<file path="src/rtl/apb_to_ahbl.sv">
// APB3 completer to AHB-Lite manager bridge: each APB access becomes one 32-bit
// SINGLE AHB transfer, with the APB side held off until the AHB data phase ends.
`timescale 1ns/1ps
module apb_to_ahbl #(
  parameter int          W_PADDR    = 16,
  parameter int          W_HADDR    = 32,
  parameter int          W_DATA     = 32,
  parameter logic [31:0] HADDR_BASE = 32'h0000_0000,
  parameter logic [3:0]  HPROT_VAL  = 4'b0011
) (
  input  logic               clk,
  input  logic               rst,
  input  logic               apbs_psel,
  input  logic               apbs_penable,
  input  logic               apbs_pwrite,
  input  logic [W_PADDR-1:0] apbs_paddr,
  input  logic [W_DATA-1:0]  apbs_pwdata,
  output logic [W_DATA-1:0]  apbs_prdata,
  output logic               apbs_pready,
  output logic               apbs_pslverr,
  output logic [W_HADDR-1:0] ahblm_haddr,
  output logic               ahblm_hwrite,
  output logic [1:0]         ahblm_htrans,
  output logic [2:0]         ahblm_hsize,
  output logic [2:0]         ahblm_hburst,
  output logic [3:0]         ahblm_hprot,
  output logic               ahblm_hmastlock,
  input  logic               ahblm_hready,
  input  logic               ahblm_hresp,
  output logic [W_DATA-1:0]  ahblm_hwdata,
  input  logic [W_DATA-1:0]  ahblm_hrdata
);

  typedef enum logic [1:0] {S_IDLE, S_ADDR, S_DATA, S_RESP} state_t;
  localparam logic [1:0] HT_IDLE   = 2'b00;
  localparam logic [1:0] HT_NONSEQ = 2'b10;

  state_t             state_q, state_d;
  logic [1:0]         htrans_q, htrans_d;
  logic [W_HADDR-1:0] haddr_q, haddr_d;
  logic               hwrite_q, hwrite_d;
  logic [W_DATA-1:0]  hwdata_q, hwdata_d;
  logic [W_DATA-1:0]  prdata_q, prdata_d;
  logic               pready_q, pready_d;
  logic               pslverr_q, pslverr_d;
  logic [W_HADDR-1:0] word_addr;

  assign word_addr = W_HADDR'({apbs_paddr[W_PADDR-1:2], 2'b00});

  always_ff @(posedge clk or posedge rst) begin
    if (rst) begin
      state_q   <= S_IDLE;
      htrans_q  <= HT_IDLE;
      haddr_q   <= '0;
      hwrite_q  <= 1'b0;
      hwdata_q  <= '0;
      prdata_q  <= '0;
      pready_q  <= 1'b0;
      pslverr_q <= 1'b0;
    end else begin
      state_q   <= state_d;
      htrans_q  <= htrans_d;
      haddr_q   <= haddr_d;
      hwrite_q  <= hwrite_d;
      hwdata_q  <= hwdata_d;
      prdata_q  <= prdata_d;
      pready_q  <= pready_d;
      pslverr_q <= pslverr_d;
    end
  end

  always_comb begin
    state_d   = state_q;
    htrans_d  = HT_IDLE;
    haddr_d   = haddr_q;
    hwrite_d  = hwrite_q;
    hwdata_d  = hwdata_q;
    prdata_d  = prdata_q;
    pready_d  = 1'b0;
    pslverr_d = 1'b0;
    unique case (state_q)
      S_IDLE: begin
        if (apbs_psel && !apbs_penable) begin
          haddr_d  = HADDR_BASE[W_HADDR-1:0] | word_addr;
          hwrite_d = apbs_pwrite;
          hwdata_d = apbs_pwdata;
          // Misaligned accesses are refused locally; the AHB side never sees them.
          if (apbs_paddr[1:0] != 2'b00) begin
            state_d   = S_RESP;
            pready_d  = 1'b1;
            pslverr_d = 1'b1;
          end else begin
            state_d  = S_ADDR;
            htrans_d = HT_NONSEQ;
          end
        end
      end
      S_ADDR: begin
        if (ahblm_hready) state_d = S_DATA;
        else              htrans_d = HT_NONSEQ;
      end
      S_DATA: begin
        if (ahblm_hready) begin
          state_d   = S_RESP;
          pready_d  = 1'b1;
          pslverr_d = ahblm_hresp;
          if (!ahblm_hresp && !hwrite_q) prdata_d = ahblm_hrdata;
        end
      end
      S_RESP: state_d = S_IDLE;
      default: state_d = S_IDLE;
    endcase
  end

  assign apbs_prdata     = prdata_q;
  assign apbs_pready     = pready_q;
  assign apbs_pslverr    = pslverr_q;
  assign ahblm_haddr     = haddr_q;
  assign ahblm_hwrite    = hwrite_q;
  assign ahblm_htrans    = htrans_q;
  assign ahblm_hwdata    = hwdata_q;
  assign ahblm_hsize     = 3'b010;
  assign ahblm_hburst    = 3'b000;
  assign ahblm_hprot     = HPROT_VAL;
  assign ahblm_hmastlock = 1'b0;

endmodule

</file>
<file path="config.mk">
export PLATFORM = sky130hd
export DESIGN_NAME = apb_to_ahbl
export DESIGN_NICKNAME = d
export VERILOG_FILES = /design/src/rtl/apb_to_ahbl.sv
export SDC_FILE = /design/constraint.sdc
export NUM_CORES = 1
export LEC_CHECK = 0
export ABC_AREA = 1
export BUFFER_PORTS_ARGS = -buffer_cell sky130_fd_sc_hd__buf_2
export CORE_MARGIN = 2
export CORE_UTILIZATION = 48
export DETAILED_ROUTE_END_ITERATION = 7
export GPL_ROUTABILITY_DRIVEN = 0
export MAX_ROUTING_LAYER = met4
export PLACE_DENSITY = 0.95
export SYNTH_ARGS = -nofsm -noshare
export SYNTH_HDL_FRONTEND = slang
export SYNTH_SLANG_ARGS = --single-unit
</file>
<file path="constraint.sdc">
create_clock -name clk -period 5 [get_ports clk]
set_input_delay 0.5 -clock clk [delete_from_list [all_inputs] [get_ports clk]]
set_output_delay 0.5 -clock clk [all_outputs]
set_load 0.01 [all_outputs]
</file>
* Yosys cells after proc, flatten, opt, wreduce, memory -nomap -nowiden
Index checks and enable logic that the tools add are counted.
Widths: inputs -> output; s select.
** Cells by class
- Reduce and logical (&&, ||, !) cells :: 10
- Mux-type cells :: 15
- Eq/ne operators :: 6
** Operators by type and width (count)
- $mux 2 :: 7
- $pmux 2 s4 :: 1
- $ne 2x2->1 const B :: 3
- $reduce_and 3->1 :: 2
- $eq 2x2->1 const B :: 2
- $mux 1 :: 4
- $pmux 1 s2 :: 2
- $pmux 2 s2 :: 1
- $logic_not 1->1 :: 3
- $eq 2x1->1 const B :: 1
- $logic_and 1x1->1 :: 2
- $logic_not 2->1 :: 1
- $reduce_and 2->1 :: 1
- $reduce_bool 2->1 :: 1
** Word-level totals
- Output and inout port bits :: 112
- Logic and storage cells :: 39
- Input bits :: 87
- Bits in registers :: 85

* Longest topological paths before layout
Gate-level depths: netlist (run 1).
- Depth after elaboration :: 4
- Depth in mapped cells :: 8
- Depth with buffers taken out :: 7

* Worst setup path before layout (run 1)
Ideal clock, no wire load.
- Kind :: flip-flop to flip-flop
- Start :: reg state_q[0]
- End :: reg prdata_q[29], in the netlist apbs_prdata[29]
- Buffers on the path :: 1
- Period minus slack after synthesis :: 1.301 ns
- Arrival time :: 1.184 ns
- Path slack :: 3.699 ns
- Stages on the path, launching flop included :: 9
- Setup time :: 0.117 ns
- Data required time :: 4.883 ns
- Path through :: dfrtp_1 -> inv_1 -> ha_1 -> nand2_2 -> nor2_8 -> nand2_4 -> buf_6 -> nand2_1 -> nand2_1
** On the way
- Cells in the longest elaborated chain, start to end :: 2
** Ends and longest elaborated chain
- start, declared :: line 38 : state_t state_q, state_d;
- start signal, assigned :: line 61 : state_q <= state_d;
- $eq 2x2->1 :: line 81 : unique case (state_q)
- $reduce_and 3->1 (no source line)
- end signal, assigned :: line 66 : prdata_q <= prdata_d;
- end, declared :: line 43 : logic [W_DATA-1:0] prdata_q, prdata_d;
No other way between the ends.
A chain may end at the register's enable or synchronous reset.

* Worst setup path after layout (run 1)
- Start :: reg state_q[0]
- End :: reg hwdata_q[7], in the netlist ahblm_hwdata[7]
** On the way
- Cells in the longest elaborated chain, start to end :: 2
** Ends and longest elaborated chain
- $logic_not 2->1 :: line 81
- $reduce_and 2->1 (no source line)
- end signal, assigned :: line 65 : hwdata_q <= hwdata_d;
- end, declared :: line 42 : logic [W_DATA-1:0] hwdata_q, hwdata_d;
No other way between the ends.

==> flow_summary.yaml, run 1 <==
outcome:
  status: "finished clean"
sta:
  grt_setup_unrepaired: "false"
  setup_tns_ns: 0
  whs_ns: 0.3872
  setup_violations: 0
  drv_slew: 0
  worst_pin_slew_ns: 1.024
  fin_crit_sh: 0.5077
  fin_skew_ns: 0.009344
  relSlewSlack: 0.3170
  period_needed_ns: 2.538
  hold_viol: 0
  fin_ws_ns: 2.462
  max_freq_ghz: 0.3939
finish:
  regArea_sq_mm: 0.002102
  multiInputGateArea_sq_mm: 0.001272
  syn_to_final_growth_pct: 23.94
  nets: 656
  drive_above_1_share: 0.3351
  nFillCells: 614
  layout_common_cells: "buf_2, nand2_1, dfrtp_1"
  num_antenna_cells: 0
  layout_commonest_cell: "buf_2"
synthesis:
  synth_area_sq_mm: 0.003695
  synth_seq_cells: 84
  ys.flop_type: "dfrtp_1"
  synth_xor_area_frac: 0
  synth-seq-area-share: 0.5689
  muxShareOfSynthArea: 0
  synth_compound_area_frac: 0.007789
  synth_cell_types: 21
  synth_top_family_by_area: "simple AND/OR/NAND/NOR gates"
  synth_fa_ha_area_frac: 0.01355
  ys_async_sr_fraction: 1.000
  avgSynthCellArea_sq_um: 8.990
  ys_warn_count: 0
  synth_simple_gate_area_frac: 0.2919
  synth_edf_count: 0
  synth_cells: 411
worst_setup_path:
  timing_worst_setup_path_type: "flip-flop to flip-flop"
  crit_family: "adder cells"
  cp.arrival_ns: 2.75
  max_stage_delay_ns: 0.80
  worst_setup_path_start_kind: "flip-flop"
  path_common_cell: "nand2_1"
  crit_fanout: 51
  crit_buf_inv: 2
  crit_path_end_kind: "flip-flop"
  required_ns: 5.22
  path_cells: "inv_1 -> ha_2 -> nand2_1 -> buf_4 -> nand2_1 -> nand2_1"
  slowest_stage: "ha_2"
floorplan:
  coreArea_sq_mm: 0.007370
  io_pins: 199
  die_w_um: 91.74
  die_h_um: 91.74
  die_area_sq_mm: 0.008415
  start_util: 0.5014
  rows: 31
global_route:
  grt_pass1_wl_um: 13690
  grt_overflow_total: 0
  grt.total_usage: 0.2071
  grt_pass1_vias: 2932
  antenna_found_initial: 0
  grt_max_degree: 85
clocking:
  clkLatencyLatePin_ns: 0.34
  cts_made_buffers: 9
  clk_pin_slew_ns: 0.08
  cts_sinks: 84
  root_buffer: "clkbuf_8"
  clock_path_buffers: 2
  cts_hold_buf: 0
  ctsResizeCount: 0
  cts_tree: "yes"
  cts_max_level: 3
  post_cts_buffers: 0
job:
  max_cap_viol_count: 0
route:
  via_per_inst: 4.777
  dr_total_vias: 3196
  drtIter0Drc: 162
  drt-met1-wl_um: 3653
  finalWirelength_um: 8561
  dr_wl_met3_um: 694
  ant_nets: 0
  routed.top_layer: "met4"
  wl_met2_um: 4148
  wire_per_inst_um: 12.80
  drc: 0
  first_pass_iters: 5
placed_design:
  dpl.hpwl_um: 6067
  pre_cts_slack_ns: 2.495
  io_buffers: 168
power_and_ir_drop:
  p_int_uw: 1660
  clockPowerShare: 0.173
  p_sw_uw: 1051
  power_leakage_uw: 0.002750
  seqPwrFrac: 0.437
  vdd_ir_drop_max_v: 0.0002389
  cellPowerDensity_mw_per_mm2: 592.1
  power_frac_comb: 0.390
  p_sw_frac: 0.3877
hold_path:
  hold_path.class: "input port to flip-flop"
[synth_stat cells (2+ instances only)]
| master | instances | area [sq um] |
|---|---|---|
| buf_6 | 5 | 56.30 |
| buf_4 | 38 | 285.3 |
| clkbuf_1 | 3 | 11.26 |
| nand3_1 | 80 | 400.4 |
| o21ai_0 | 2 | 10.01 |
| inv_1 | 6 | 22.52 |
| conb_1 | 2 | 7.510 |
| dfrtp_1 | 84 | 2102 |
| ha_1 | 4 | 50.05 |
| nor2_1 | 2 | 7.510 |
| nand2_1 | 167 | 626.9 |
| buf_2 | 9 | 45.04 |
[metal layers]
| metal | up-vias | GRT usage |
|---|---|---|
| li1 | 1541 | - |
| met1 | 1478 | 0.2622 |
| met2 | 170 | 0.3462 |
| met3 | 7 | 0.03615 |
| met4 | 0 | 0.05846 |
| met5 | - | - |
[worst min-delay path: stages]
cell and delay [ns]:
buf_2 0.07, nand3_1 0.06, nand2_1 0.06
[kinds of logic after synthesis]
group / after synthesis
compound gates: 5
fa+ha+maj: 4
buf+inv: 63
flops: 84
other cells: 2
simple gates: 253
[path summary, 6_finish.rpt]
check,from,endpoint,slack [ns],cells after the start
max in group asynchronous,rst,ahblm_hwdata[19],3.85,3
worst min register to register,apbs_prdata[10],apbs_prdata[10],0.47,2
worst max register to register,state_q[0],ahblm_hwdata[7],2.46,6
min in group asynchronous,rst,ahblm_hwdata[11],0.43,3
worst max-delay path,state_q[0],ahblm_hwdata[7],2.46,6
worst min-delay path,ahblm_hrdata[11],apbs_prdata[11],0.39,3
[registers in the layout (all words and copies together) (netlist names)]
name          flops
ahblm_haddr      14
state_q           2
apbs_prdata      32
apbs_pslverr      1
ahblm_hwdata     32
ahblm_htrans      1
ahblm_hwrite      1
apbs_pready       1
[metrics by stage]
step	area, sq um	total power [uW]	std cells	utilization
final	4579	2711	669	0.6214
after detailed placement	4385	2267	653	0.5951
after floorplan	3800	1832	439	-
after CTS	4579	2741	669	0.6214
after global routing	4579	2917	669	0.6214
after global placement	4385	2211	653	0.5951
[power groups by stage]
stage	sequential, uW	combinational, uW	clock (uW)
final	1180	1060	469
after CTS	1180	1070	482
after global placement	1180	1030	0
after global routing	1220	1190	510
after floorplan	1340	496	0
after detailed placement	1190	1080	0
[layout make-up]
cell class | count | share of cell area
Timing Repair Buffer | 170 | 0.1869
Clock inverter | 4 | 0.01066
Sequential cell | 84 | 0.4590
Tap cell | 99 | 0.02705
Multi-Input combinational cell | 292 | 0.2779
Inverter | 8 | 0.006831
Clock buffer | 12 | 0.03169
Power figures use the tool's default switching activity.
==> run 2, diff against run 1 <==
--- a/config.mk
+++ b/config.mk
@@ -8,11 +8,11 @@
 export ABC_AREA = 1
 export BUFFER_PORTS_ARGS = -buffer_cell sky130_fd_sc_hd__buf_2
 export CORE_MARGIN = 2
-export CORE_UTILIZATION = 48
+export CORE_UTILIZATION = 45
 export DETAILED_ROUTE_END_ITERATION = 7
 export GPL_ROUTABILITY_DRIVEN = 0
 export MAX_ROUTING_LAYER = met4
-export PLACE_DENSITY = 0.95
+export PLACE_DENSITY = 0.92
 export SYNTH_ARGS = -nofsm -noshare
 export SYNTH_HDL_FRONTEND = slang
 export SYNTH_SLANG_ARGS = --single-unit
==> constraint.sdc (replaced) <==
create_clock -name clk -period 2.41 [get_ports clk]
set_input_delay 0.241 -clock clk [delete_from_list [all_inputs] [get_ports clk]]
set_output_delay 0.241 -clock clk [all_outputs]
set_load 0.01 [all_outputs]
==> run 2 against run 1 <==
Against the previous run:
- clock power up 140%
- core utilization shrank 4.3 points
- sequential power grew 110%
- largest power group unchanged
==> flow_summary.yaml, run 2 (same netlist as run 1, synthesis figures left out) <==
sta:
  setup_tns_ns: 0
  fin_skew_ns: 0.01233
  setup_violations: 0
  relSlewSlack: 0.5364
  max_freq_ghz: 0.5223
  fin_ws_ns: 0.4955
  period_needed_ns: 1.914
  worst_pin_slew_ns: 0.6946
  grt_setup_unrepaired: "false"
  drv_slew: 0
  hold_viol: 0
  fin_crit_sh: 0.7944
floorplan:
  start_util: 0.4566
  rows: 33
  die_h_um: 94.61
  io_pins: 199
  die_w_um: 94.61
  coreArea_sq_mm: 0.008093
  die_area_sq_mm: 0.008951
clocking:
  clk_pin_slew_ns: 0.10
  cts_max_level: 3
  post_cts_buffers: 0
  root_buffer: "clkbuf_8"
  cts_tree: "yes"
  ctsResizeCount: 0
  clock_path_buffers: 2
  cts_sinks: 84
  cts_made_buffers: 9
  clkLatencyLatePin_ns: 0.35
finish:
  layout_common_cells: "buf_2, nand2_1, dfrtp_1"
  final_util: 0.5782
  layout_commonest_cell: "buf_2"
  nFillCells: 714
  syn_to_final_growth_pct: 26.65
  final_cells: 679
  nets: 660
  num_antenna_cells: 0
  drive_above_1_share: 0.3415
worst_setup_path:
  crit_fanout: 33
  rr_endpoint: "apbs_prdata[21]"
  endpoint: "apbs_prdata[21]"
  critPathLaunch: "state_q[0]"
  rrSetupSlack_ns: 0.50
  r2r_cells: 7
  worst_setup_path_start_kind: "flip-flop"
  crit_path_end_kind: "flip-flop"
  cp.arrival_ns: 2.14
  required_ns: 2.64
  worstReg2RegStart: "state_q[0]"
  timing_worst_setup_path_type: "flip-flop to flip-flop"
global_route:
  grt_overflow_total: 0
  grt.total_usage: 0.2062
  grt_max_degree: 51
  grt_pass1_vias: 3031
  antenna_found_initial: 0
  grt_pass1_wl_um: 13920
route:
  drtIter0Drc: 101
  finalWirelength_um: 8910
  ant_nets: 0
  dr_total_vias: 3234
  wire_per_inst_um: 13.12
  via_per_inst: 4.763
  drc: 0
  first_pass_iters: 4
outcome:
  status: "finished clean"
power_and_ir_drop:
  vdd_ir_drop_max_v: 0.0004992
  power_leakage_uw: 0.002792
  power.total_uw: 5827
  cellPowerDensity_mw_per_mm2: 1245
placed_design:
  pre_cts_slack_ns: 0.5400
  numPlacedInstances: 662
  dpl.hpwl_um: 6471
  io_buffers: 168
job:
  max_cap_viol_count: 0
hold_path:
  hold_path.class: "input port to flip-flop"
  holdPathStages: 3
## run 2: worst min path at each step
stage	from	endpoint	slack, ns
floorplan	ahblm_hready	ahblm_htrans[1]	0.34
global placement	rst	ahblm_hwdata[14]	0.36
detailed placement	rst	ahblm_hwdata[9]	0.38
CTS	apbs_paddr[12]	ahblm_haddr[12]	0.09
global route	apbs_pwdata[4]	ahblm_hwdata[4]	0.09
finish	apbs_paddr[14]	ahblm_haddr[14]	0.11
## run 2: per-layer routing
layer,vias up,routed length [um],track usage
li1,1553,-,-
met1,1517,3550,0.2354
met2,156,4447,0.3487
met3,8,809,0.06624
met4,0,102,0.05918
met5,-,0,-
## run 2: final cells by class
cell class              count  area, sq um  share of cell area
inverters                   8        31.28            0.006684
flip-flops and latches     84         2102              0.4492
well taps                 105        131.4             0.02807
clock inverters             7        105.1             0.02246
multi-input cells         292         1272              0.2719
clock buffers               9        123.9             0.02647
repair buffers            174        913.4              0.1952
## run 2: power breakdown
group          total [uW]  internal (uW)  switching [uW]  leakage, uW
combinational        2230            867            1360      0.00163
clock                1130            600             535     0.000112
sequential           2460           2080             381      0.00105
## run 2: timing repair
action | in CTS | in global routing
endpoints found under the hold margin | 25 | 0
endpoints found under the setup margin | 0 | 0
hold buffers | 1 | 0
## run 2: through the flow
stage	hold WS, ns	instance area, sq um
2_1_floorplan	0.3400	3800
3_3_place_gp	0.3637	4441
3_5_place_dp	0.3787	4441
4_1_cts	0.09049	4679
5_1_grt	0.08674	4679
6_report	0.1094	4679
## run 2: worst max-delay path, cell delays in order (launching register included)
cell,delay (ns)
dfrtp_1,0.41
inv_1,0.12
ha_1,0.23
nand2_2,0.12
nor2_8,0.37
nand2_4,0.30
nand2_1,0.16
nand2_1,0.08
==> run 3, diff against run 2 <==
--- a/config.mk
+++ b/config.mk
@@ -8,11 +8,11 @@
 export ABC_AREA = 1
 export BUFFER_PORTS_ARGS = -buffer_cell sky130_fd_sc_hd__buf_2
 export CORE_MARGIN = 2
-export CORE_UTILIZATION = 45
+export CORE_UTILIZATION = 40
 export DETAILED_ROUTE_END_ITERATION = 7
 export GPL_ROUTABILITY_DRIVEN = 0
 export MAX_ROUTING_LAYER = met4
-export PLACE_DENSITY = 0.92
+export PLACE_DENSITY = 0.88
 export SYNTH_ARGS = -nofsm -noshare
 export SYNTH_HDL_FRONTEND = slang
 export SYNTH_SLANG_ARGS = --single-unit
==> constraint.sdc (replaced) <==
create_clock -name clk -period 1.66 [get_ports clk]
set_input_delay 0.166 -clock clk [delete_from_list [all_inputs] [get_ports clk]]
set_output_delay 0.166 -clock clk [all_outputs]
set_load 0.01 [all_outputs]
==> run 3 against run 2 <==
Against the previous run:
- clock-buffer cell count is 4 higher
- hold slack lost 0.068 ns
- power is 43% higher
- setup slack worse by 0.31 ns
- non-clock buffer count up 5
- register-to-register slack worse by 0.31 ns
- sequential share of layout area down 0.22 points
- die area up 12%
- critical path depth unchanged
- flip-flop and latch count unchanged
- critical path type unchanged
- largest cell class unchanged
- highest routed layer unchanged
==> flow_summary.yaml, run 3 (same netlist as run 1, synthesis figures left out) <==
outcome:
  status: "finished clean"
route:
  via_per_inst: 4.629
  wire_per_inst_um: 12.50
  first_pass_iters: 4
  dr_total_vias: 3194
  ant_nets: 0
  drtIter0Drc: 99
  finalWirelength_um: 8622
  drc: 0
worst_setup_path:
  timing_worst_setup_path_type: "flip-flop to flip-flop"
  worst_setup_path_start_kind: "flip-flop"
  cp.arrival_ns: 1.70
  required_ns: 1.89
  crit_path_end_kind: "flip-flop"
  crit_fanout: 32
finish:
  syn_to_final_growth_pct: 27.26
  nets: 665
  drive_above_1_share: 0.3437
  layout_common_cells: "buf_2, nand2_1, dfrtp_1"
  nFillCells: 875
  multiInputGateArea_sq_mm: 0.001272
  regArea_sq_mm: 0.002102
  num_antenna_cells: 0
  layout_commonest_cell: "buf_2"
clocking:
  cts_max_level: 3
  clock_path_buffers: 2
  ctsResizeCount: 0
  root_buffer: "clkbuf_8"
  clkLatencyLatePin_ns: 0.34
  cts_made_buffers: 9
  cts_sinks: 84
  cts_tree: "yes"
  clk_pin_slew_ns: 0.08
floorplan:
  die_h_um: 100.1
  rows: 35
  io_pins: 199
  start_util: 0.4056
  coreArea_sq_mm: 0.009109
  die_area_sq_mm: 0.01002
  die_w_um: 100.1
sta:
  fin_ws_ns: 0.1878
  grt_setup_unrepaired: "false"
  fin_skew_ns: 0.01300
  drv_slew: 0
  max_freq_ghz: 0.6793
  hold_viol: 0
  period_needed_ns: 1.472
  fin_crit_sh: 0.8869
  setup_tns_ns: 0
  setup_violations: 0
placed_design:
  pre_cts_slack_ns: 0.1842
  dpl.hpwl_um: 6324
  io_buffers: 168
power_and_ir_drop:
  vdd_ir_drop_max_v: 0.0005905
  power.total_uw: 8307
  power_leakage_uw: 0.002793
  cellPowerDensity_mw_per_mm2: 1767
global_route:
  grt.total_usage: 0.1781
  grt_pass1_wl_um: 13800
  antenna_found_initial: 0
  grt_overflow_total: 0
  grt_pass1_vias: 2916
  grt_max_degree: 85
job:
  max_cap_viol_count: 0
hold_path:
  hold_path.class: "input port to flip-flop"
-- run 3: cell count changes in the layout (fill, tap and decap cells not counted), sizes merged --
cell,before,now
buf,173,178
clkinvlp,1,3
clkinv,3,1
bufinv,2,1
clkbuf,9,13
inv,9,6
-- run 3: repair_timing --
action | CTS | global route
hold endpoints to repair | 84 | 0
hold buffers | 1 | 0
buffers inserted | 0 | 0
-- run 3: report_power, final --
group          total, uW  internal [uW]  switching (uW)
sequential          3560           3030             538
combinational       3270           1320            1950
clock               1470            780             693
total               8310           5130            3180
-- run 3: cell type report --
class                           count  area share
Clock buffer                       13     0.03379
Tap cell                          111     0.02954
Timing Repair Buffer              179      0.2022
Inverter                            8    0.007185
Clock inverter                      3    0.009580
Sequential cell                    84      0.4470
Multi-Input combinational cell    292      0.2706
-- run 3: final timing paths --
path                       slack (ns)  depth (start not counted)             from               to
max                              0.19                          7       state_q[0]  apbs_prdata[29]
min                              0.04                          2     ahblm_hready  ahblm_htrans[1]
max reg2reg                      0.19                          7       state_q[0]  apbs_prdata[29]
min reg2reg                      0.47                          2  apbs_prdata[20]  apbs_prdata[20]
max in group asynchronous        0.83                          4              rst  ahblm_haddr[11]
min in group asynchronous        0.50                          4              rst  apbs_prdata[10]
-- run 3: per-layer routing --
layer  global-route usage  up-vias  share of wire
li1                     -     1561              -
met1               0.2121     1475           0.43
met3              0.04457       10          0.081
met2               0.2926      148           0.48
met5                    -        -              0
met4              0.06849        0          0.013
-- run 3: worst max-delay path, cell delays in order, from the launching register on --
cell     delay, ns
dfrtp_1       0.40
inv_1         0.12
ha_1          0.22
nand2_2       0.11
nor2_8        0.13
nand2_4       0.20
nand2_1       0.12
nand2_1       0.05
-- run 3: through the flow --
stage	instances	cell area, sq um	hold slack (ns)	util
after floorplan	439	3804	0.2650	-
after global placement	673	4488	0.3152	0.4927
after detailed placement	673	4488	0.3354	0.4927
after CTS	690	4702	0.02081	0.5162
after global routing	690	4702	0.02412	0.5162
final	690	4702	0.04124	0.5162
